File: src/rtl/multdiv_pkg.sv
// rtl/multdiv_pkg.sv - shared states, op_sel codes and default widths for the multiply/divide sequencer
package multdiv_pkg;

    localparam int MD_DATA_W = 32;
    localparam int MD_ITER   = MD_DATA_W;
    localparam int MD_CNT_W  = 6;

    typedef enum logic [2:0] {
        ST_IDLE = 3'd0,
        ST_LOAD = 3'd1,
        ST_RUN  = 3'd2,
        ST_FIX  = 3'd3,
        ST_DONE = 3'd4
    } md_state_e;

    localparam logic [1:0] OP_NONE = 2'b00;
    localparam logic [1:0] OP_ADD  = 2'b01;
    localparam logic [1:0] OP_SUB  = 2'b10;

    // Radix-2 Booth recoding of {multiplier LSB, extra bit}.
    function automatic logic [1:0] booth_op(input logic [1:0] bits);
        case (bits)
            2'b01:   return OP_ADD;
            2'b10:   return OP_SUB;
            default: return OP_NONE;
        endcase
    endfunction

endpackage

File: src/rtl/multdiv_ctrl_if.sv
// rtl/multdiv_ctrl_if.sv - datapath/pipeline bundle of the sequencer; perf_cycles exists only with MULTDIV_CYCLE_CNT_EN
interface multdiv_ctrl_if #(
    parameter int CNT_W = 6
);

    logic             ctrl_mult;
    logic             ctrl_div;
    logic [1:0]       booth_bits;
    logic             rem_sign;
    logic             divisor_zero;
    logic             mult_overflow;

    logic             reg_ie;
    logic             reg_load;
    logic [1:0]       op_sel;
    logic             shift_en;
    logic             is_div;
    logic             busy;
    logic [CNT_W-1:0] iter_count;
    logic             result_ready;
    logic             exception;
`ifdef MULTDIV_CYCLE_CNT_EN
    logic [31:0]      perf_cycles;
`endif

    modport master (
        output ctrl_mult, ctrl_div, booth_bits, rem_sign, divisor_zero, mult_overflow,
`ifdef MULTDIV_CYCLE_CNT_EN
        input  perf_cycles,
`endif
        input  reg_ie, reg_load, op_sel, shift_en, is_div, busy, iter_count,
               result_ready, exception
    );

    modport slave (
        input  ctrl_mult, ctrl_div, booth_bits, rem_sign, divisor_zero, mult_overflow,
`ifdef MULTDIV_CYCLE_CNT_EN
        output perf_cycles,
`endif
        output reg_ie, reg_load, op_sel, shift_en, is_div, busy, iter_count,
               result_ready, exception
    );

endinterface

File: src/rtl/multdiv_iter_counter.sv
// rtl/multdiv_iter_counter.sv - iteration counter: clear, enable, saturate at ITER, last-step flag
module multdiv_iter_counter #(
    parameter int ITER  = 32,
    parameter int CNT_W = 6
) (
    input  logic             clk,
    input  logic             clr_n,
    input  logic             i_clear,
    input  logic             i_en,
    output logic [CNT_W-1:0] o_count,
    output logic             o_last
);

    localparam logic [CNT_W-1:0] CNT_MAX  = CNT_W'(ITER);
    localparam logic [CNT_W-1:0] CNT_LAST = CNT_W'(ITER - 1);

    logic [CNT_W-1:0] r_count;

    always_ff @(posedge clk) begin
        if (!clr_n || i_clear) begin
            r_count <= '0;
        end else if (i_en && (r_count != CNT_MAX)) begin
            r_count <= r_count + CNT_W'(1);
        end
    end

    assign o_count = r_count;
    // High during the step that will complete the ITER-th iteration.
    assign o_last  = (r_count == CNT_LAST);

endmodule

File: src/rtl/multdiv_ctrl.sv
// rtl/multdiv_ctrl.sv - Booth multiply / non-restoring divide sequencer; MULTDIV_CYCLE_CNT_EN adds perf_cycles
module multdiv_ctrl
    import multdiv_pkg::*;
#(
    parameter int DATA_W = MD_DATA_W,
    parameter int ITER   = DATA_W,
    parameter int CNT_W  = MD_CNT_W
) (
    input  logic          clk,
    input  logic          clr_n,
    multdiv_ctrl_if.slave bus
);

    localparam logic [2:0] S_IDLE = ST_IDLE;
    localparam logic [2:0] S_LOAD = ST_LOAD;
    localparam logic [2:0] S_RUN  = ST_RUN;
    localparam logic [2:0] S_FIX  = ST_FIX;
    localparam logic [2:0] S_DONE = ST_DONE;

    if (ITER < 1 || ITER > DATA_W || (2 ** CNT_W) <= ITER) begin : g_cfg_check
        $error("multdiv_ctrl: ITER must be 1..DATA_W and below 2**CNT_W");
    end

    logic [2:0]       r_state;
    logic             r_is_div;
    logic             r_exc;

    logic             w_in_load;
    logic             w_in_run;
    logic             w_in_fix;
    logic             w_in_done;
    logic             w_busy;
    logic             w_last;
    logic [CNT_W-1:0] w_count;
    logic [1:0]       w_op_sel;

    assign w_in_load = (r_state == S_LOAD);
    assign w_in_run  = (r_state == S_RUN);
    assign w_in_fix  = (r_state == S_FIX);
    assign w_in_done = (r_state == S_DONE);
    assign w_busy    = w_in_load | w_in_run | w_in_fix;

    multdiv_iter_counter #(
        .ITER  (ITER),
        .CNT_W (CNT_W)
    ) u_iter_counter (
        .clk     (clk),
        .clr_n   (clr_n),
        .i_clear (w_in_load),
        .i_en    (w_in_run),
        .o_count (w_count),
        .o_last  (w_last)
    );

    always_ff @(posedge clk) begin
        if (!clr_n) begin
            r_state  <= S_IDLE;
            r_is_div <= 1'b0;
            r_exc    <= 1'b0;
        end else begin
            case (r_state)
                S_IDLE: begin
                    // Multiply has priority when both starts arrive together.
                    if (bus.ctrl_mult) begin
                        r_state  <= S_LOAD;
                        r_is_div <= 1'b0;
                        r_exc    <= 1'b0;
                    end else if (bus.ctrl_div) begin
                        r_state  <= S_LOAD;
                        r_is_div <= 1'b1;
                        r_exc    <= 1'b0;
                    end
                end
                S_LOAD: begin
                    if (r_is_div && bus.divisor_zero) begin
                        r_exc   <= 1'b1;
                        r_state <= S_DONE;
                    end else begin
                        r_state <= S_RUN;
                    end
                end
                S_RUN: begin
                    if (w_last) begin
                        if (r_is_div) begin
                            r_state <= S_FIX;
                        end else begin
                            r_exc   <= bus.mult_overflow;
                            r_state <= S_DONE;
                        end
                    end
                end
                S_FIX:   r_state <= S_DONE;
                S_DONE:  r_state <= S_IDLE;
                default: r_state <= S_IDLE;
            endcase
        end
    end

    // Divide restores a negative final remainder by adding the divisor back once.
    always_comb begin
        w_op_sel = OP_NONE;
        if (w_in_run) begin
            if (r_is_div) begin
                w_op_sel = bus.rem_sign ? OP_ADD : OP_SUB;
            end else begin
                w_op_sel = booth_op(bus.booth_bits);
            end
        end else if (w_in_fix && bus.rem_sign) begin
            w_op_sel = OP_ADD;
        end
    end

    assign bus.reg_ie       = w_busy;
    assign bus.reg_load     = w_in_load;
    assign bus.op_sel       = w_op_sel;
    assign bus.shift_en     = w_in_run;
    assign bus.is_div       = r_is_div & (r_state != S_IDLE);
    assign bus.busy         = w_busy;
    assign bus.iter_count   = w_count;
    assign bus.result_ready = w_in_done;
    assign bus.exception    = w_in_done & r_exc;

`ifdef MULTDIV_CYCLE_CNT_EN
    logic [31:0] r_perf_cycles;

    always_ff @(posedge clk) begin
        if (!clr_n) begin
            r_perf_cycles <= '0;
        end else if (w_busy) begin
            r_perf_cycles <= r_perf_cycles + 32'd1;
        end
    end

    assign bus.perf_cycles = r_perf_cycles;
`endif

endmodule

File: src/flat_wrapper.sv
// flat-port wrapper written by rule: the top's interface ports become plain ports
module multdiv_ctrl_flat import multdiv_pkg::*;
#(
    parameter int DATA_W = MD_DATA_W,
    parameter int ITER   = DATA_W,
    parameter int CNT_W  = MD_CNT_W
)
  (clk, clr_n, bus_ctrl_mult, bus_ctrl_div, bus_booth_bits, bus_rem_sign, bus_divisor_zero, bus_mult_overflow, bus_reg_ie, bus_reg_load, bus_op_sel, bus_shift_en, bus_is_div, bus_busy, bus_iter_count, bus_result_ready, bus_exception);
  multdiv_ctrl_if #(.CNT_W(CNT_W)) bus_i ();
  input  logic clk;
  input  logic clr_n;
  input wire logic [$bits(bus_i.ctrl_mult)-1:0] bus_ctrl_mult;
  input wire logic [$bits(bus_i.ctrl_div)-1:0] bus_ctrl_div;
  input wire logic [$bits(bus_i.booth_bits)-1:0] bus_booth_bits;
  input wire logic [$bits(bus_i.rem_sign)-1:0] bus_rem_sign;
  input wire logic [$bits(bus_i.divisor_zero)-1:0] bus_divisor_zero;
  input wire logic [$bits(bus_i.mult_overflow)-1:0] bus_mult_overflow;
  output wire logic [$bits(bus_i.reg_ie)-1:0] bus_reg_ie;
  output wire logic [$bits(bus_i.reg_load)-1:0] bus_reg_load;
  output wire logic [$bits(bus_i.op_sel)-1:0] bus_op_sel;
  output wire logic [$bits(bus_i.shift_en)-1:0] bus_shift_en;
  output wire logic [$bits(bus_i.is_div)-1:0] bus_is_div;
  output wire logic [$bits(bus_i.busy)-1:0] bus_busy;
  output wire logic [$bits(bus_i.iter_count)-1:0] bus_iter_count;
  output wire logic [$bits(bus_i.result_ready)-1:0] bus_result_ready;
  output wire logic [$bits(bus_i.exception)-1:0] bus_exception;
  assign bus_i.ctrl_mult = bus_ctrl_mult;
  assign bus_i.ctrl_div = bus_ctrl_div;
  assign bus_i.booth_bits = bus_booth_bits;
  assign bus_i.rem_sign = bus_rem_sign;
  assign bus_i.divisor_zero = bus_divisor_zero;
  assign bus_i.mult_overflow = bus_mult_overflow;
  assign bus_reg_ie = bus_i.reg_ie;
  assign bus_reg_load = bus_i.reg_load;
  assign bus_op_sel = bus_i.op_sel;
  assign bus_shift_en = bus_i.shift_en;
  assign bus_is_div = bus_i.is_div;
  assign bus_busy = bus_i.busy;
  assign bus_iter_count = bus_i.iter_count;
  assign bus_result_ready = bus_i.result_ready;
  assign bus_exception = bus_i.exception;
  multdiv_ctrl #(.DATA_W(DATA_W), .ITER(ITER), .CNT_W(CNT_W)) u_core (.clk(clk), .clr_n(clr_n), .bus(bus_i));
endmodule
File: config.mk
export PLATFORM = sky130hd
export DESIGN_NAME = multdiv_ctrl_flat
export DESIGN_NICKNAME = d
export VERILOG_FILES = /design/src/rtl/multdiv_pkg.sv /design/src/rtl/multdiv_ctrl_if.sv /design/src/rtl/multdiv_iter_counter.sv /design/src/rtl/multdiv_ctrl.sv /design/src/flat_wrapper.sv
export SDC_FILE = /design/constraint.sdc
export NUM_CORES = 1
export LEC_CHECK = 0
export CAP_MARGIN = 20
export CORE_ASPECT_RATIO = 0.8
export CORE_UTILIZATION = 26
export DETAILED_ROUTE_END_ITERATION = 7
export SLEW_MARGIN = 20
export SYNTH_ARGS = -nofsm -noshare
export SYNTH_HDL_FRONTEND = slang
export SYNTH_SLANG_ARGS = --single-unit
File: constraint.sdc
create_clock -name clk -period 1.7 [get_ports clk]
set_input_delay 0.17 -clock clk [delete_from_list [all_inputs] [get_ports clk]]
set_output_delay 0.17 -clock clk [all_outputs]
set_load 0.02 [all_outputs]
==> impl_metrics.json <==
{
  "clk_latency_ns": 0.27,
  "cp.depth": 3,
  "tritoncts": "done",
  "cp-start-kind": "flip-flop",
  "ios": 24,
  "dpl.hpwl_mm": 1.26,
  "antenna_found_initial": 0,
  "synth_nets": 99,
  "setup_slack_ns": 0.0614,
  "slew_headroom_pct": 70.8,
  "ir_drop_mv": 0.482,
  "synth_largest_area_cell": "dfxtp_1",
  "report.final.hold_viol_count": 0,
  "synth_cell_types": 34,
  "path_max_fanout": 5,
  "synth_top_area_share_pct": 32.6,
  "critPathBufInv": 2,
  "clk_pin_slew_ns": 0.07,
  "clock-sinks": 11,
  "drt_iter0_drc": 1,
  "wl_mm": 1.54,
  "period_minus_slack_ns": 1.64,
  "wire_per_inst_um": 10.3,
  "slowest_delay_ns": 0.42,
  "worst_ep_required_time_ns": 1.53,
  "synth.avg_cell_area_um2": 7.68,
  "die_area_mm2": 0.00281,
  "layout_commonest_cell": "clkdlybuf4s50_1",
  "postCtsHoldBufs": 0,
  "worst_pin_slew_ns": 0.436,
  "grt_max_degree": 11,
  "place_ws_ns": -0.348,
  "cts_post_setup_buffers_inserted": 0,
  "drt-vias-per-instance": 4.39,
  "synthArstFlopShare_pct": 0,
  "finClkSkew_ns": 0.00431,
  "fin_setup_tns_ns": 0,
  "synth_cells": 88,
  "r2r_cells": 5,
  "r2r_start": "u_core.u_iter_counter.o_count[1]",
  "syn_to_final_growth_pct": 43.3,
  "grt.overflow.total": 0,
  "rows": 16,
  "synth_edf_count": 0,
  "ys.flop_type": "dfxtp_1",
  "mostFrequentLayoutCells": "14 x clkdlybuf4s50_1, 11 x dfxtp_1, 10 x nor2_1",
  "fin_nets": 126,
  "seqCellArea_um2": 220,
  "num_vias": 659,
  "grt_pass1_wl_mm": 2.42,
  "core-area_mm2": 0.00246,
  "yosysSeqAreaShare_pct": 32.6,
  "critPathCaptureType": "output port",
  "cts_buffers": 3,
  "ant_nets": 0,
  "crit-reg2reg-capture": "u_core.r_state[2]",
  "setup_viol": 0,
  "nFillCells": 265,
  "cts.path.max_buffers": 2,
  "hold_class": "flip-flop to flip-flop",
  "die_y_um": 47.6,
  "dr.pass1.iters": 2,
  "maxSlewViolCount": 0,
  "fmax_mhz": 610,
  "leakagePower_nw": 0.405,
  "crit_family": "buffers and inverters",
  "power_mw": 1.25,
  "r2r_setup_slack_ns": 0.11,
  "worstSetupStartpoint": "u_core.r_state[0]",
  "fin_crit_sh_pct": 96.4,
  "yosys_warnings": 0,
  "ys_ff_latch": 11,
  "yosys-top-cells-area": "dfxtp_1 33%, nor2_1 6.1%, a21oi_1 5.9%, nor2b_1 4.6%, nand2_1 3.9%",
  "ctsHtreeMaxLevel": 1,
  "multi_input_area_um2": 417,
  "hold_start": "u_core.r_exc",
  "critPathKind": "flip-flop to output port",
  "worstPathCellList": "or3b_4 -> inv_2 -> dlygate4sd2_1",
  "drive_gt1_share_pct": 12.3,
  "synth_area_um2": 676,
  "die_w_um": 59.0,
  "final_core_util_pct": 39.3,
  "gp_congestion": 0.734,
  "grt_usage_pct": 11.6,
  "io_buffers": 23,
  "maxCapViolCount": 0,
  "min_path_cells": 2,
  "grt_pass1_vias": 577,
  "worstHoldEndpoint": "u_core.r_exc",
  "critical_path_arrival_ns": 1.47,
  "antenna_cells": 0,
  "status": "completed",
  "timing.hold.ws_ns": 0.457,
  "cts-root-buf": "clkbuf_4",
  "drc": 0,
  "start_util_pct": 27.4,
  "p_per_area_mw_per_mm2": 1290,
  "crit_slowest_cell": "or3b_4"
}
## kinds of logic (layout without fill, tap and decap cells)
group                    count (synthesis)  count (layout)  share of synthesized area, %
AND/OR/NAND/NOR                         41              41                          32.2
XOR/XNOR                                 4               4                          5.19
buffers and inverters                   10              36                          7.59
AO/OA/AOI/OAI                           18              18                          15.7
adder cells (fa/ha/maj)                  2               2                          3.70
flip-flops                              11              11                          32.6
multiplexers                             2               2                          2.96
## power breakdown
group          switching (mW)  internal (mW)  total, mW
clock network          0.0892         0.0910      0.180
logic                   0.409          0.312      0.722
registers              0.0351          0.312      0.347
total                   0.534          0.715       1.25
## worst max-delay path by stage
stage	to	slack, ns
CTS	bus_exception	0.04
detailed placement	bus_op_sel[0]	-0.35
global route	u_core.r_state[2]	-0.008
global placement	bus_op_sel[0]	-0.29
finish	bus_shift_en	0.06
floorplan	u_core.r_state[2]	0.12
## cell usage after synthesis, types with 2 or more instances
cell type	number
dfxtp_1	11
o21ai_1	2
a21oi_1	8
o21ai_0	3
buf_2	2
or3_1	2
xnor2_1	2
nor2b_1	5
xor2_1	2
nand2b_1	4
nand4_1	2
nand2_1	7
nor2_1	11
inv_1	4
ha_1	2
mux2i_1	2
nor3_1	2
## layout make-up
| class | instances | area share (%) |
|---|---|---|
| clock buffer | 4 | 2.71 |
| inverter | 5 | 1.94 |
| sequential | 11 | 22.7 |
| tap | 36 | 4.65 |
| multi-input combinational | 67 | 43.0 |
| timing repair buffer | 27 | 24.9 |
## metal layers
layer | GRT usage (%) | vias to the layer above | part of all wire, %
met5 | 0 | - | 0
met4 | 3.33 | 0 | 0.58
met3 | 4.32 | 3 | 3.3
met2 | 19.3 | 9 | 47
met1 | 14.4 | 291 | 49
li1 | - | 356 | -
## sequential cells by signal, indices dropped and copies added, names as in the netlist
signal / flops
u_core.u_iter_counter.o_count: 6
u_core.r_state: 3
u_core.r_exc: 1
u_core.r_is_div: 1
## worst register-to-register path, stage by stage, from the launching register on
cell and delay (ns):
dfxtp_1 0.39, ha_1 0.21, nand2_1 0.09, o31ai_2 0.27
nand2_1 0.11, a2111oi_1 0.38
## timing repair
item	in CTS	in global routing
pin swaps	0	0
gates resized for setup	13	4
setup endpoints to repair	9	4
## per-stage QoR
step / area, um^2 / instances
after global routing: 968 / 150
after CTS: 965 / 150
after detailed placement: 948 / 146
after floorplan: 676 / 88
final: 968 / 150
after global placement: 948 / 146
(Power assumes the default switching activity.)
